--- config.mk ---
export PLATFORM = sky130hd
export DESIGN_NAME = note_synth
export DESIGN_NICKNAME = d
export VERILOG_FILES = /design/src/rtl/piano_pkg.sv /design/src/rtl/tone_voice.sv /design/src/rtl/note_synth.sv
export SDC_FILE = /design/constraint.sdc
export NUM_CORES = 2
export LEC_CHECK = 0
export CAP_MARGIN = 0
export CORE_ASPECT_RATIO = 0.75
export CORE_MARGIN = 4
export CORE_UTILIZATION = 56
export CTS_CLUSTER_SIZE = 20
export DETAILED_ROUTE_END_ITERATION = 8
export PLACE_DENSITY_LB_ADDON = 0.08
export RECOVER_POWER = 25
export SYNTH_ARGS = -nofsm -noshare
export SYNTH_HDL_FRONTEND = slang
export SYNTH_SLANG_ARGS = --single-unit
--- constraint.sdc ---
create_clock -name clk -period 12.1 [get_ports clk]
set_input_delay 1.21 -clock clk [delete_from_list [all_inputs] [get_ports clk]]
set_output_delay 1.21 -clock clk [all_outputs]
set_load 0.005 [all_outputs]
--- src/rtl/piano_pkg.sv ---
// Shared sizing constants and types for the polyphonic tone generator.
package piano_pkg;

   localparam int unsigned NUM_VOICES = 13;
   localparam int unsigned PERIOD_W   = 32;
   localparam int unsigned MIX_W      = 4;
   localparam int unsigned CLK_HZ     = 50_000_000;

   typedef logic [PERIOD_W-1:0] period_t;
   typedef logic [MIX_W-1:0]    mix_t;

   typedef enum logic {
      V_IDLE,
      V_RUN
   } voice_state_t;

endpackage

--- src/rtl/tone_voice.sv ---
// One square-wave voice: latches its half-period at note-on and at every
// wave edge, so period changes never truncate a half-cycle.
module tone_voice #(
   parameter int unsigned PERIOD_W = piano_pkg::PERIOD_W
) (
   input  logic                clk,
   input  logic                reset,
   input  logic                enable,
   input  logic [PERIOD_W-1:0] half_period,
   output logic                wave,
   output logic                active
);
   import piano_pkg::*;

   voice_state_t        r_state;
   logic [PERIOD_W-1:0] r_cnt;
   logic [PERIOD_W-1:0] r_per_q;
   logic                r_wave;
   logic                r_active;

   always_ff @(posedge clk) begin
      if (reset) begin
         r_state  <= V_IDLE;
         r_cnt    <= '0;
         r_per_q  <= '0;
         r_wave   <= 1'b0;
         r_active <= 1'b0;
      end else begin
         case (r_state)
            V_IDLE: begin
               if (enable && (half_period != '0)) begin
                  r_state  <= V_RUN;
                  r_per_q  <= half_period;
                  r_cnt    <= '0;
                  r_wave   <= 1'b0;
                  r_active <= 1'b1;
               end
            end
            V_RUN: begin
               // Stop wins over the boundary: mute is immediate, no phase completion.
               if (!enable || (half_period == '0)) begin
                  r_state  <= V_IDLE;
                  r_cnt    <= '0;
                  r_per_q  <= '0;
                  r_wave   <= 1'b0;
                  r_active <= 1'b0;
               end else if (r_cnt == r_per_q - 1'b1) begin
                  r_cnt   <= '0;
                  r_wave  <= ~r_wave;
                  r_per_q <= half_period;
               end else begin
                  r_cnt <= r_cnt + 1'b1;
               end
            end
            default: r_state <= V_IDLE;
         endcase
      end
   end

   assign wave   = r_wave;
   assign active = r_active;

endmodule

--- src/rtl/note_synth.sv ---
// Polyphonic square-wave synth: NUM_VOICES tone voices summed into a
// registered mix, then first-order sigma-delta modulated onto one PDM pin.
module note_synth #(
   parameter int unsigned NUM_VOICES = piano_pkg::NUM_VOICES,
   parameter int unsigned PERIOD_W   = piano_pkg::PERIOD_W,
   parameter int unsigned MIX_W      = piano_pkg::MIX_W
) (
   input  logic                               clk,
   input  logic                               reset,
   input  logic                               enable,
   input  logic [NUM_VOICES-1:0][PERIOD_W-1:0] half_period,
   output logic [NUM_VOICES-1:0]               voice_wave,
   output logic [NUM_VOICES-1:0]               voice_active,
   output logic [MIX_W-1:0]                    mix,
   output logic                                audio_pdm
);
   import piano_pkg::*;

   localparam logic [MIX_W:0] NV_W = (MIX_W+1)'(NUM_VOICES);

   logic [MIX_W-1:0] w_pop;
   logic [MIX_W:0]   w_sum;
   logic [MIX_W-1:0] r_mix;
   logic [MIX_W:0]   r_acc;
   logic             r_pdm;

   for (genvar g = 0; g < NUM_VOICES; g++) begin : g_voice
      tone_voice #(.PERIOD_W(PERIOD_W)) u_voice (
         .clk        (clk),
         .reset      (reset),
         .enable     (enable),
         .half_period(half_period[g]),
         .wave       (voice_wave[g]),
         .active     (voice_active[g])
      );
   end

   always_comb begin
      w_pop = '0;
      for (int unsigned i = 0; i < NUM_VOICES; i++) begin
         w_pop = w_pop + MIX_W'(voice_wave[i]);
      end
      w_sum = r_acc + {1'b0, r_mix};
   end

   // acc stays below NUM_VOICES, so acc+mix always fits in MIX_W+1 bits.
   always_ff @(posedge clk) begin
      if (reset) begin
         r_mix <= '0;
         r_acc <= '0;
         r_pdm <= 1'b0;
      end else begin
         r_mix <= w_pop;
         if (w_sum >= NV_W) begin
            r_pdm <= 1'b1;
            r_acc <= w_sum - NV_W;
         end else begin
            r_pdm <= 1'b0;
            r_acc <= w_sum;
         end
      end
   end

   assign mix       = r_mix;
   assign audio_pdm = r_pdm;

endmodule

After elaboration in Yosys (flattened, before gate mapping)
Index checks and enable logic that the tools add are counted.
W data, S select, Z words.
- flip-flop bits (word level): 881
- bits of input ports: 419
- word-level logic and storage cells: 502
- output and inout port bits: 31
- multiplexer cells: 236
- reductions and logical operators: 79
- order comparisons: 1
- bitwise logic cells: 26
- equal/unequal tests: 52
- add/sub/neg operators: 40
- operators by type and width (operator ; number):
    $mux W32 ; 78
    $pmux W32 S2 ; 26
    $add A32 B1 Y32 const B ; 13
    $eq A32 B32 Y1 ; 13
    $logic_not A32 Y1 ; 13
    $reduce_bool A32 Y1 ; 13
    $sub A32 B1 Y32 const B ; 13
    $mux W1 ; 92
    $pmux W1 S2 ; 39
    $reduce_and A2 Y1 ; 26
    $ne A3 B3 Y1 const B ; 13
    $add A4 B1 Y4 ; 9
    $ne A2 B1 Y1 const B ; 13
    $ne A2 B2 Y1 const B ; 13
    $not A1 Y1 ; 26
    $logic_and A1 B1 Y1 ; 13
    $logic_or A1 B1 Y1 ; 13
    $add A5 B4 Y5 ; 1
    $ge A5 B4 Y1 const B ; 1
    $mux W5 ; 1
    $sub A5 B4 Y5 const B ; 1
    $add A3 B1 Y4 ; 1
    $add A2 B1 Y3 ; 1
    $add A1 B1 Y2 ; 1
    $logic_not A1 Y1 ; 1

Depth between registers and ports, before layout
- depth in word-level cells: 12
- mapped depth: 15
- gate-level depth less buffers: 11

By module
From an unflattened synthesis, not the netlist that was laid out.
- cell total of the unflattened synthesis: 7124
- area total of the unflattened synthesis: 58600.0 µm²
- modules (own cells, without submodules) (module ; area each (µm²) ; times used ; cells an instance ; sequential area each (µm²)):
    tone_voice at g_voice[10].u_voice ... ; 4832.1 ; 6 ; 614 ; 1341.3
    tone_voice at g_voice[0].u_voice ... ; 4105.2 ; 7 ; 478 ; 1341.3
    note_synth ; 870.8 ; 1 ; 94 ; 200.2

Worst setup path after synthesis
Ideal clock, no wire load.
- kind: reg-to-reg
- start point: register g_voice[4].u_voice.r_per_q[4]
- end point: register g_voice[4].u_voice.r_per_q[5]
- clock period less this slack: 3.813 ns
- path slack: 8.287 ns
- library setup time: 0.059 ns
- stages on the path, launching flop included: 12
- data required time: 12.041 ns
- path buffers: 2
- arrival time: 3.754 ns
- cells stage by stage: dfxtp_1 -> clkbuf_1 -> nor4_1 -> nand3_1 -> xnor2_1 -> or4_1 -> or4b_1 -> nand3b_1 -> or4b_1 -> a211oi_2 -> buf_2 -> a22o_1
- longest elaborated chain between the ends: 4
- ends and longest elaborated chain (item ; RTL line ; source):
    start: declaration ; tone_voice.sv:17 ; logic [PERIOD_W-1:0] r_per_q;
    start signal: assignment ; tone_voice.sv:33 ; r_per_q <= half_period;
    start signal: assignment ; tone_voice.sv:50 ; r_per_q <= half_period;
    $sub A32 B1 Y32 ; tone_voice.sv:47 ; end else if (r_cnt == r_per_q - 1'b1) begin
    $eq A32 B32 Y1 ; tone_voice.sv:47 ;
    $ne A3 B3 Y1 (no source line) ; - ;
    $reduce_and A2 Y1 (no source line) ; - ;
Every way passes these cells.
A chain may end at the register's enable or synchronous reset.

Worst setup path after layout
- start point: input port half_period[377] (netlist name)
- end point: register g_voice[11].u_voice.r_cnt[3]
- longest elaborated chain between the ends: 4
- elaborated cells on any way between the ends: 7
- classes of those cells: 1 x eq/ne; 2 x mux; 4 x reduce/logical
- ends and longest elaborated chain (item ; RTL line ; source):
    start: declaration ; note_synth.sv:11 ; input logic [NUM_VOICES-1:0][PERIOD_W-1:0] half_period,
    $logic_not A32 Y1 ; tone_voice.sv:41 ; if (!enable || (half_period == '0)) begin
    $logic_or A1 B1 Y1 ; tone_voice.sv:41 ;
    $mux W32 ; tone_voice.sv:41 ;
    $pmux W32 S2 ; tone_voice.sv:29 ; case (r_state)
    end signal: assignment ; tone_voice.sv:52 ; r_cnt <= r_cnt + 1'b1;
    end: declaration ; tone_voice.sv:16 ; logic [PERIOD_W-1:0] r_cnt;
Several ways; a longest one is shown, not always the timed one.

==> results.sh <==
export IMPL_status="complete, but fails checks"
export IMPL_violations="max-capacitance violations, max-slew violations"
export IMPL_drv_slew=249
export IMPL_drt_first_pass_iters=6
export IMPL_slowest_delay_ns=1.03
export IMPL_setup_viol=0
export IMPL_switching_share_pct=28.13
export IMPL_period_share_pct=49.84
export IMPL_seq_area_sq_mm=0.01764
export IMPL_final_hold_viol_count=0
export IMPL_p_per_area_mw_per_mm2=121.4
export IMPL_layout_common_cells="881 x dfxtp_1, 518 x nand2_1, 415 x nand3_1"
export IMPL_fmax_ghz=0.1658
export IMPL_wl_um=158200
export IMPL_port_buffers=449
export IMPL_max_slew_margin_pct=-82.75
export IMPL_grt_pass1_wl_um=252600
export IMPL_critPathCaptureType="register"
export IMPL_clk_pin_slew_ns=0.06
export IMPL_rsz0062_at_grt="false"
export IMPL_finalSetupTns_ns=0
export IMPL_htree_levels=3
export IMPL_hold_buffers=0
export IMPL_p_int_mw=5.390
export IMPL_die_area_sq_mm=0.1014
export IMPL_grt_pass1_vias=46610
export IMPL_p_seq_share_pct=42.0
export IMPL_drtAntennaViolNets=0
export IMPL_post_cts_buffers=0
export IMPL_placedCellCount=7942
export IMPL_crit_path_frequent_cell="clkbuf_1"
export IMPL_cts_resized=0
export IMPL_yosysSeqAreaShare_pct=32.69
export IMPL_period_minus_slack_ns=6.031
export IMPL_critPathKind="input pin to register"
export IMPL_grt_max_degree=70
export IMPL_syn_instance_count=6656
export IMPL_p_total_mw=7.499
export IMPL_required_ns=12.72
export IMPL_die_x_um=366.4
export IMPL_dp_hpwl_um=115600
export IMPL_netlist_area_sq_mm=0.05395
export IMPL_die_y_um=276.8
export IMPL_skew_ns=0.02619
export IMPL_cts_root_buf="clkbuf_16"
export IMPL_syn_to_final_growth_pct=14.47
export IMPL_ys_seq_elements=881
export IMPL_hold_path_class="register to register"
export IMPL_drive_gt1_share_pct=4.898
export IMPL_core_area_sq_mm=0.09540
export IMPL_p_sw_mw=2.109
export IMPL_cp_top_family="buffers and inverters"
export IMPL_vdd_drop_max_uv=137.5
export IMPL_p_leak_nw=21.98
export IMPL_final_cells=8115
export IMPL_cts_tree="done"
export IMPL_rows=98
export IMPL_detailroute_via_count=52400
export IMPL_clock_sinks=881
export IMPL_final_common_cell="dfxtp_1"
export IMPL_placedInstanceArea_sq_mm=0.05862
export IMPL_initial_core_util_pct=56.55
export IMPL_grt_overflow=0
export IMPL_track_usage_pct=29.32
export IMPL_clockBufferDepth=3
export IMPL_synth_edf_count=0
export IMPL_drt_iter0_drc=5327
export IMPL_ys_warn_count=0
export IMPL_numCtsBuffers=92
export IMPL_ioPinCount=450
export IMPL_post_route_util_pct=64.74
export IMPL_antenna_found_initial=3
export IMPL_power_frac_clock_pct=41.1
export IMPL_wl_per_cell_um=19.49
export IMPL_drc=0
export IMPL_synth_ff_type="dfxtp_1"
export IMPL_path_cells="dlygate4sd3_1 > nor4_1 > nand4_1 > o21a_1 > clkbuf_1 > inv_1 > ha_1 > clkbuf_1 > o21ai_1 > buf_4 > nor2_1"
export IMPL_arrival_ns=6.65
export IMPL_ys_types=101
export IMPL_clk_latency_ns=0.69
export IMPL_path_max_fanout=33
export IMPL_syn_nets=7158
export IMPL_avgSynthCellArea_sq_um=8.106
export IMPL_slowest_stage="clkbuf_1"
export IMPL_pwr_share_comb_pct=16.8
export IMPL_routabilityCongestion=0.9585
export IMPL_rrSetupSlack_ns=6.17
export IMPL_path_buf_inv=5
export IMPL_synth_async_reset_ratio_pct=0
export IMPL_worst_slew_pin_slew_ns=2.741
export IMPL_fin_area_sq_mm=0.06176
export IMPL_viasPerCell=6.457
export IMPL_multi_input_area_sq_mm=0.03378
export IMPL_nFillCells=8223
export IMPL_start_kind="input pin"
export IMPL_cap_violations=7
export IMPL_nNetsFinal=7288
==> cell families (layout without fill, tap and decap cells) <==
family | after synthesis | in the layout | share of synthesized area, %
XOR/XNOR | 570 | 570 | 9.358
multiplexers | 57 | 57 | 1.092
buffers and inverters | 638 | 842 | 4.796
flip-flops | 881 | 881 | 32.69
AO/OA/AOI/OAI | 1596 | 1596 | 21.58
AND/OR/NAND/NOR | 2831 | 2831 | 28.44
adder cells (fa/ha/maj) | 83 | 83 | 2.050
other | 0 | 5 | 0
==> registers in the layout, summed over array words and instances, names as in the netlist <==
| register | count |
|---|---|
| audio_pdm | 1 |
| g_voice.u_voice.active | 13 |
| g_voice.u_voice.r_cnt | 416 |
| g_voice.u_voice.r_per_q | 416 |
| g_voice.u_voice.r_state | 13 |
| g_voice.u_voice.wave | 13 |
| mix | 4 |
| r_acc | 5 |
==> per-stage QoR <==
step	setup WS, ns	hold WS [ns]
after CTS	7.075	0.4811
after global placement	7.078	0.4520
final	6.069	0.4786
after detailed placement	6.910	0.4790
after floorplan	8.287	0.4479
after global routing	5.617	0.5146
==> layer usage <==
| metal | GRT usage [%] | vias to the layer above | wire length, um |
|---|---|---|---|
| li1 | - | 25360 | - |
| met1 | 44.70 | 24850 | 76570 |
| met2 | 42.23 | 1975 | 65130 |
| met3 | 5.951 | 213 | 13180 |
| met4 | 6.545 | 2 | 3294 |
| met5 | 0 | - | 13 |
==> final timing paths <==
path | endpoint | cells past startpoint | start
setup reg to reg | g_voice[7].u_voice.r_cnt[31] | 12 | g_voice[7].u_voice.r_per_q[0]
setup / recovery | g_voice[11].u_voice.r_cnt[3] | 11 | half_period[377]
hold reg to reg | g_voice[5].u_voice.r_cnt[13] | 1 | g_voice[5].u_voice.r_cnt[13]
hold / removal | g_voice[5].u_voice.r_cnt[13] | 1 | g_voice[5].u_voice.r_cnt[13]
==> cell usage after synthesis, types with 34 or more instances <==
cell | n | area [sq um]
dfxtp_1 | 881 | 17640
nand2_1 | 518 | 1944
nand3_1 | 415 | 2077
nor2_1 | 402 | 1509
a22o_1 | 385 | 3372
clkbuf_1 | 378 | 1419
xnor2_1 | 323 | 2829
nor4_1 | 289 | 1808
xor2_1 | 243 | 2128
o21ai_0 | 242 | 1211
nor3_1 | 215 | 1076
a21oi_1 | 206 | 1031
nand4_1 | 182 | 1139
inv_1 | 172 | 645.6
a31oi_1 | 124 | 775.7
and3_1 | 123 | 769.5
or3_1 | 118 | 738.2
o31ai_1 | 114 | 855.8
or4_1 | 106 | 795.8
nor2b_1 | 81 | 506.7
o311ai_0 | 81 | 709.4
and2_1 | 76 | 475.5
ha_1 | 74 | 925.9
or2_2 | 51 | 319.1
nand2b_1 | 46 | 287.8
mux2i_1 | 42 | 420.4
o2bb2ai_1 | 42 | 367.9
nand3b_1 | 34 | 255.2
o22ai_1 | 34 | 212.7
==> power by group through the flow <==
stage          registers (mW)  logic [mW]  clock network [mW]
2_1_floorplan            3.14       0.903                   0
3_3_place_gp             3.21        1.23                   0
3_5_place_dp             3.21        1.25                   0
4_1_cts                  3.15        1.26                3.13
5_1_grt                  3.17        1.38                3.25
6_report                 3.15        1.26                3.08
==> cell type report <==
class	count	share of cell area [%]
Tap cell	1250	2.532
Clock inverter	49	1.070
Timing Repair Buffer	501	7.836
Clock buffer	119	4.236
Antenna cell	5	0.02026
Inverter	173	1.056
Sequential cell	881	28.56
Multi-Input combinational cell	5137	54.69
Note: power is estimated with default switching activity, not from simulation.
